**config.mk**
```make
export PLATFORM = sky130hd
export DESIGN_NAME = toy_trap_seq
export DESIGN_NICKNAME = d
export VERILOG_FILES = /design/src/rtl/toy_pack.sv /design/src/rtl/toy_trap_seq.sv
export SDC_FILE = /design/constraint.sdc
export NUM_CORES = 1
export LEC_CHECK = 0
export BUFFER_PORTS_ARGS = -buffer_cell sky130_fd_sc_hd__buf_2
export CORE_AREA = 2 2 112 114
export CTS_CLUSTER_SIZE = 40
export DETAILED_ROUTE_END_ITERATION = 8
export DIE_AREA = 0 0 114 116
export PLACE_DENSITY = 0.7
export SETUP_SLACK_MARGIN = 0.4
export SLEW_MARGIN = 20
export SYNTH_ARGS = -nofsm -noshare
export SYNTH_HDL_FRONTEND = slang
export SYNTH_SLANG_ARGS = --single-unit
```
**constraint.sdc**
```tcl
create_clock -name clk -period 4.1 [get_ports clk]
set_input_delay 0.82 -clock clk [delete_from_list [all_inputs] [get_ports clk]]
set_output_delay 0.82 -clock clk [all_outputs]
set_load 0.1 [all_outputs]
```
**src/rtl/toy_pack.sv**
```systemverilog
// Shared widths, CSR addresses, debug vectors and FSM types for the trap-entry path.
package toy_pack;

  localparam int unsigned ADDR_WIDTH = 32;
  localparam int unsigned INST_WIDTH = 32;
  localparam int unsigned REG_WIDTH  = 32;

  localparam logic [11:0] CSR_MSTATUS = 12'h300;
  localparam logic [11:0] CSR_MEPC    = 12'h341;
  localparam logic [11:0] CSR_MCAUSE  = 12'h342;
  localparam logic [11:0] CSR_MTVAL   = 12'h343;
  localparam logic [11:0] CSR_DCSR    = 12'h7B0;
  localparam logic [11:0] CSR_DPC     = 12'h7B1;

  localparam logic [31:0] DM_HALT_ADDR = 32'h0000_0800;
  localparam logic [31:0] DM_EXCP_ADDR = 32'h0000_0808;

  localparam int unsigned MSTATUS_MIE    = 3;
  localparam int unsigned MSTATUS_MPIE   = 7;
  localparam int unsigned MSTATUS_MPP_LO = 11;
  localparam int unsigned MSTATUS_MPP_HI = 12;

  typedef enum logic [3:0] {
    TS_IDLE,
    TS_FLUSH,
    TS_W_EPC,
    TS_W_CAUSE,
    TS_W_TVAL,
    TS_W_STAT,
    TS_W_DPC,
    TS_W_DCSR,
    TS_REDIR
  } trap_seq_state_e;

  typedef enum logic [1:0] {
    REQ_TRAP,
    REQ_TRAP_INDEBUG,
    REQ_DEBUG
  } trap_req_e;

endpackage

```
**src/rtl/toy_trap_seq.sv**
```systemverilog
// Trap/debug entry sequencer: flush, ordered CSR writes over one port, then fetch redirect.
module toy_trap_seq
  import toy_pack::*;
#(
  parameter bit MTVEC_VECTORED = 1'b0
) (
  input  logic                  clk,
  input  logic                  rst_n,
  input  logic                  trap_vld,
  output logic                  trap_rdy,
  input  logic [ADDR_WIDTH-1:0] trap_pc,
  input  logic [5:0]            trap_cause,
  input  logic [INST_WIDTH-1:0] trap_extra_info,
  input  logic                  trap_indebug,
  input  logic                  debug_vld,
  output logic                  debug_rdy,
  input  logic [2:0]            debug_cause,
  input  logic [ADDR_WIDTH-1:0] debug_pc,
  input  logic [REG_WIDTH-1:0]  csr_mtvec,
  input  logic [REG_WIDTH-1:0]  csr_mstatus,
  input  logic [REG_WIDTH-1:0]  csr_dcsr,
  output logic                  csr_wr_en,
  output logic [11:0]           csr_wr_addr,
  output logic [REG_WIDTH-1:0]  csr_wr_data,
  input  logic                  csr_wr_rdy,
  output logic                  flush,
  output logic                  redirect_vld,
  output logic [ADDR_WIDTH-1:0] redirect_pc,
  input  logic                  redirect_rdy,
  output logic                  debug_mode_set,
  output logic                  busy
);

  trap_seq_state_e state_q, state_d;
  trap_req_e       req_q;
  logic [ADDR_WIDTH-1:0] pc_q;
  logic [5:0]            cause_q;
  logic [INST_WIDTH-1:0] info_q;
  logic [2:0]            dcause_q;

  logic accept_dbg, accept_trap;
  logic [ADDR_WIDTH-1:0] trap_target;

  assign accept_dbg  = (state_q == TS_IDLE) && debug_vld;
  assign accept_trap = (state_q == TS_IDLE) && trap_vld && !debug_vld;

  always_ff @(posedge clk) begin
    if (!rst_n) state_q <= TS_IDLE;
    else        state_q <= state_d;
  end

  // dpc shares the pc holding register; only one request kind is ever in flight
  always_ff @(posedge clk) begin
    if (!rst_n) begin
      req_q    <= REQ_TRAP;
      pc_q     <= '0;
      cause_q  <= '0;
      info_q   <= '0;
      dcause_q <= '0;
    end else if (accept_dbg) begin
      req_q    <= REQ_DEBUG;
      pc_q     <= debug_pc;
      dcause_q <= debug_cause;
    end else if (accept_trap) begin
      req_q   <= trap_indebug ? REQ_TRAP_INDEBUG : REQ_TRAP;
      pc_q    <= trap_pc;
      cause_q <= trap_cause;
      info_q  <= trap_extra_info;
    end
  end

  always_comb begin
    state_d = state_q;
    unique case (state_q)
      TS_IDLE:    if (accept_dbg || accept_trap) state_d = TS_FLUSH;
      TS_FLUSH: begin
        unique case (req_q)
          REQ_DEBUG:        state_d = TS_W_DPC;
          REQ_TRAP_INDEBUG: state_d = TS_REDIR;
          default:          state_d = TS_W_EPC;
        endcase
      end
      TS_W_EPC:   if (csr_wr_rdy) state_d = TS_W_CAUSE;
      TS_W_CAUSE: if (csr_wr_rdy) state_d = TS_W_TVAL;
      TS_W_TVAL:  if (csr_wr_rdy) state_d = TS_W_STAT;
      TS_W_STAT:  if (csr_wr_rdy) state_d = TS_REDIR;
      TS_W_DPC:   if (csr_wr_rdy) state_d = TS_W_DCSR;
      TS_W_DCSR:  if (csr_wr_rdy) state_d = TS_REDIR;
      TS_REDIR:   if (redirect_rdy) state_d = TS_IDLE;
      default:    state_d = TS_IDLE;
    endcase
  end

  always_comb begin
    trap_target = {csr_mtvec[31:2], 2'b00};
    if (MTVEC_VECTORED && (csr_mtvec[1:0] == 2'b01))
      trap_target = trap_target + {24'b0, cause_q, 2'b00};
  end

  always_comb begin
    trap_rdy       = 1'b0;
    debug_rdy      = 1'b0;
    flush          = 1'b0;
    csr_wr_en      = 1'b0;
    csr_wr_addr    = '0;
    csr_wr_data    = '0;
    redirect_vld   = 1'b0;
    redirect_pc    = '0;
    debug_mode_set = 1'b0;
    busy           = (state_q != TS_IDLE);
    unique case (state_q)
      TS_IDLE: begin
        debug_rdy = 1'b1;
        trap_rdy  = !debug_vld;
      end
      TS_FLUSH: flush = 1'b1;
      TS_W_EPC: begin
        csr_wr_en   = 1'b1;
        csr_wr_addr = CSR_MEPC;
        csr_wr_data = {pc_q[31:1], 1'b0};
      end
      TS_W_CAUSE: begin
        csr_wr_en   = 1'b1;
        csr_wr_addr = CSR_MCAUSE;
        csr_wr_data = {26'b0, cause_q};
      end
      TS_W_TVAL: begin
        csr_wr_en   = 1'b1;
        csr_wr_addr = CSR_MTVAL;
        csr_wr_data = info_q;
      end
      TS_W_STAT: begin
        csr_wr_en                                   = 1'b1;
        csr_wr_addr                                 = CSR_MSTATUS;
        csr_wr_data                                 = csr_mstatus;
        csr_wr_data[MSTATUS_MPIE]                   = csr_mstatus[MSTATUS_MIE];
        csr_wr_data[MSTATUS_MIE]                    = 1'b0;
        csr_wr_data[MSTATUS_MPP_HI:MSTATUS_MPP_LO]  = 2'b11;
      end
      TS_W_DPC: begin
        csr_wr_en   = 1'b1;
        csr_wr_addr = CSR_DPC;
        csr_wr_data = pc_q;
      end
      TS_W_DCSR: begin
        csr_wr_en        = 1'b1;
        csr_wr_addr      = CSR_DCSR;
        csr_wr_data      = csr_dcsr;
        csr_wr_data[8:6] = dcause_q;
        csr_wr_data[1:0] = 2'b11;
      end
      TS_REDIR: begin
        redirect_vld = 1'b1;
        unique case (req_q)
          REQ_DEBUG:        redirect_pc = DM_HALT_ADDR;
          REQ_TRAP_INDEBUG: redirect_pc = DM_EXCP_ADDR;
          default:          redirect_pc = trap_target;
        endcase
        debug_mode_set = (req_q == REQ_DEBUG) && redirect_rdy;
      end
      default: ;
    endcase
  end

endmodule

```
==> metrics.md <==
| Metric | Value |
|---|---|
| Mapped cell area | ~4200 um^2 |
| Startpoint types | flop |
| Tightest Hold Check Type | reg2reg |
| Cells after Synth | 537 |
| Largest net degree at the start of global routing | 58 |
| TritonCTS Buffers | 9 |
| Most common cell after layout, fill and taps aside | buf_2 |
| CTS Buffer Depth | 2 |
| Worst Path Max Fanout | 24 |
| Worst Path Arrival | between 2 and 3 ns |
| Setup violators final | 0 |
| Die Wd | between 100 and 150 um |
| GR Util All Layers | 0.240 |
| Net Sw Frac | 0.477 |
| Design Area, Final | ~5900 um^2 |
| Final setup margin | 0.596 ns |
| Mapped Avg Cell Area | 7.82 um^2 |
| Die height | 116 um |
| Vias in the first global route | 4692 |
| Final Hold Fails | 0 |
| Wire per inst | 17.6 um |
| Worst hold slack | between 0.4 and 0.5 ns |
| Post-route ant nets | 0 |
| # port buffers | roughly 280 |
| Internal power | about 2 mW |
| Detailed Routing Iterations Pass 1 | 8 |
| Post-CTS sizing | 0 |
| Placed Area | 5550 um^2 |
| Netlist cell types | 42 |
| Hpwl dp | roughly 12000 um |
| WL final | about 16000 um |
| Fin cells | between 900 and 1000 |
| Standard-cell rows | 40 |
| GPL Wtd Cong | 0.882 |
| Crit-path slowest cell | dfxtp_1 |
| Final core occ | 0.496 |
| CTS tree | yes |
| Sw power | about 1.8 mW |
| CP required | roughly 3.3 ns |
| Slew Limit Headroom | 0.304 |
| Via density | around 5.5 |
| Cts hold-fix bufs | 0 |
| Die ar. | between 10000 and 15000 um^2 |
| Ordered cell list for the critical path | nand2b_1 > nor2_2 > buf_4 > a22oi_1 > o21ai_0 > buf_2 |
| Crit path time final | ~3.5 ns |
| Starting density of the core | 0.353 |
| Crit. End Element | output pin |
| Share of Yosys cell area claimed by the top area cell type | 0.376 |
| Slew Viols, Final | 0 |
| Synth warnings | 0 |
| # IOs | just under 300 |
| Post-CTS Setup Inserts | 0 |
| Share of cells above drive strength 1 | 0.407 |
| Critical path type | reg2out |
| P_leak | 2.88 nW |
| Period utilization | 0.855 |
| Fmax | 285 MHz |
| Filler Cells Inserted | between 1000 and 1500 |
| Synth top area cells | dfxtp_1, a22oi_1, nand2_1 |
| Global route overflow | 0 |
| RSZ-0062 raised after global routing | no |
| Antenna violations before repair | 1 |
| Yosys reg bits | 79 |
| Layout area overhead | 40.6% |
| Clock power frac | 0.249 |
| Pre-CTS setup slack | a little under 1 ns |
| Sequential area share after synthesis | 0.376 |
| Pwr/cell area | 640 nW/um^2 |
| Root Driver | clkbuf_16 |
| Status | finished clean |
| Combinational share of power | 0.467 |
| Sequential Power Share | 0.283 |
| Clk sink count | 79 |
| Cell taking the most area after synthesis | dfxtp_1 |
| Clk_lat worst skew | between 0.3 and 0.4 ns |
| Clock skew | approximately 0.0048 ns |
| 1st-iter DRT viols | around 360 |
| Max Cap Violations | 0 |
| Vias | approximately 5000 |
| Maximum vdd drop | around 0.36 mV |
| DR DRC count | 0 |
| Worst path max stage delay | about 0.84 ns |
| NumNets Final | about 990 |
| Most frequent cells in the layout | buf_2, nand2_1, dfxtp_1, a21oi_1, a22oi_1 |
| CTS H-tree depth | 3 |
| Slew of the pin with the lowest slew margin | between 1 and 1.5 ns |
| Core Region | approximately 12000 um^2 |
| Clock input transition at the sequential cells of the worst setup and hold paths | roughly 0.060 ns |
| First-pass GRT wire length | roughly 24000 um |
| Placed cell count | 913 |
==> per-layer routing <==
layer / vias to the layer above / share of wire / global-route usage
met5: - / 0 / 0
met4: 0 / 0.027 / 0.103
met3: 33 / 0.080 / 0.0387
met2: 263 / 0.49 / 0.427
met1: 2368 / 0.40 / 0.285
li1: 2430 / - / -
==> metrics by stage <==
stage / power, mW / setup TNS [ns]
2_1_floorplan: 2.46 / -0.128
3_3_place_gp: 2.83 / 0
3_5_place_dp: 2.85 / 0
4_1_cts: 3.80 / 0
5_1_grt: 3.96 / 0
6_report: 3.78 / 0
==> sequential cells by signal (all words and copies together) (netlist names) <==
signal and flops:
info_q 32, pc_q 32, cause_q 6, state_q 4
dcause_q 3, req_q 2
==> path summary, 6_finish.rpt <==
kind / from / to / slack (ns) / depth (start not counted)
setup / recovery: state_q[0]$_SDFFE_PN0P_ / csr_wr_data[29] / 0.60 / 6
hold / removal: info_q[26]$_SDFFE_PN0P_ / info_q[26]$_SDFFE_PN0P_ / 0.45 / 2
setup reg to reg: state_q[0]$_SDFFE_PN0P_ / pc_q[11]$_SDFFE_PN0P_ / 1.50 / 5
hold reg to reg: info_q[26]$_SDFFE_PN0P_ / info_q[26]$_SDFFE_PN0P_ / 0.45 / 2
==> Yosys cell counts <==
master,number
o2bb2ai_1,1
o21a_1,1
o221ai_1,2
buf_8,1
o22ai_1,3
nor2_1,48
nand2_1,87
ha_1,3
nor3_1,3
a21oi_1,57
buf_1,2
conb_1,1
dfxtp_1,79
buf_2,7
or2_2,2
o21ai_0,27
o41ai_1,1
nand3b_1,5
a22oi_1,47
buf_6,6
a2bb2oi_1,2
a222oi_1,32
buf_4,12
and2_1,1
nand2b_1,6
a2111oi_0,1
mux2i_1,5
mux2_2,1
a21o_1,2
inv_1,9
xnor2_1,1
and3_1,34
nor2b_1,2
nor3b_2,1
nor3_2,1
a221oi_1,1
o32ai_1,1
nor4_4,1
nand3_1,3
clkbuf_1,36
inv_2,1
o31ai_1,1
==> critical path, delay by kind of cell, from the launching register on <==
kind | cells | cell delay, ns
buffers and inverters | 2 | 0.78
AND/OR/NAND/NOR | 2 | 0.42
flip-flops | 1 | 0.84
AO/OA/AOI/OAI | 2 | 0.29
==> power groups by stage <==
| stage | clock network (mW) | logic [mW] | registers (mW) |
|---|---|---|---|
| 2_1_floorplan | 0 | 1.46 | 1.01 |
| 3_3_place_gp | 0 | 1.75 | 1.08 |
| 3_5_place_dp | 0 | 1.76 | 1.08 |
| 4_1_cts | 0.962 | 1.77 | 1.07 |
| 5_1_grt | 0.988 | 1.88 | 1.09 |
| 6_report | 0.942 | 1.77 | 1.07 |
==> cell type report <==
cell class,instances,area (um^2),area share
antenna,1,2.50,0.000424
clock buffer,11,253,0.0428
clock inverter,5,104,0.0176
inverter,10,37.5,0.00635
multi-input combinational,388,2260,0.383
sequential,79,1580,0.268
tap,147,184,0.0311
timing repair buffer,289,1480,0.251
==> cell families (layout without fill, tap and decap cells) <==
family                     Yosys count  after routing  share of synthesized area
xor gates and xnor gates             1              1                    0.00208
buffers and inverters               74            315                     0.0923
AOI/OAI and AO/OA                  179            179                      0.291
muxes                                6              6                     0.0146
and+or+nand+nor                    194            194                      0.214
DFF                                 79             79                      0.376
adders and majority gates            3              3                    0.00893
other                                1              6                   0.000893
Note: power is estimated with default switching activity, not from simulation.
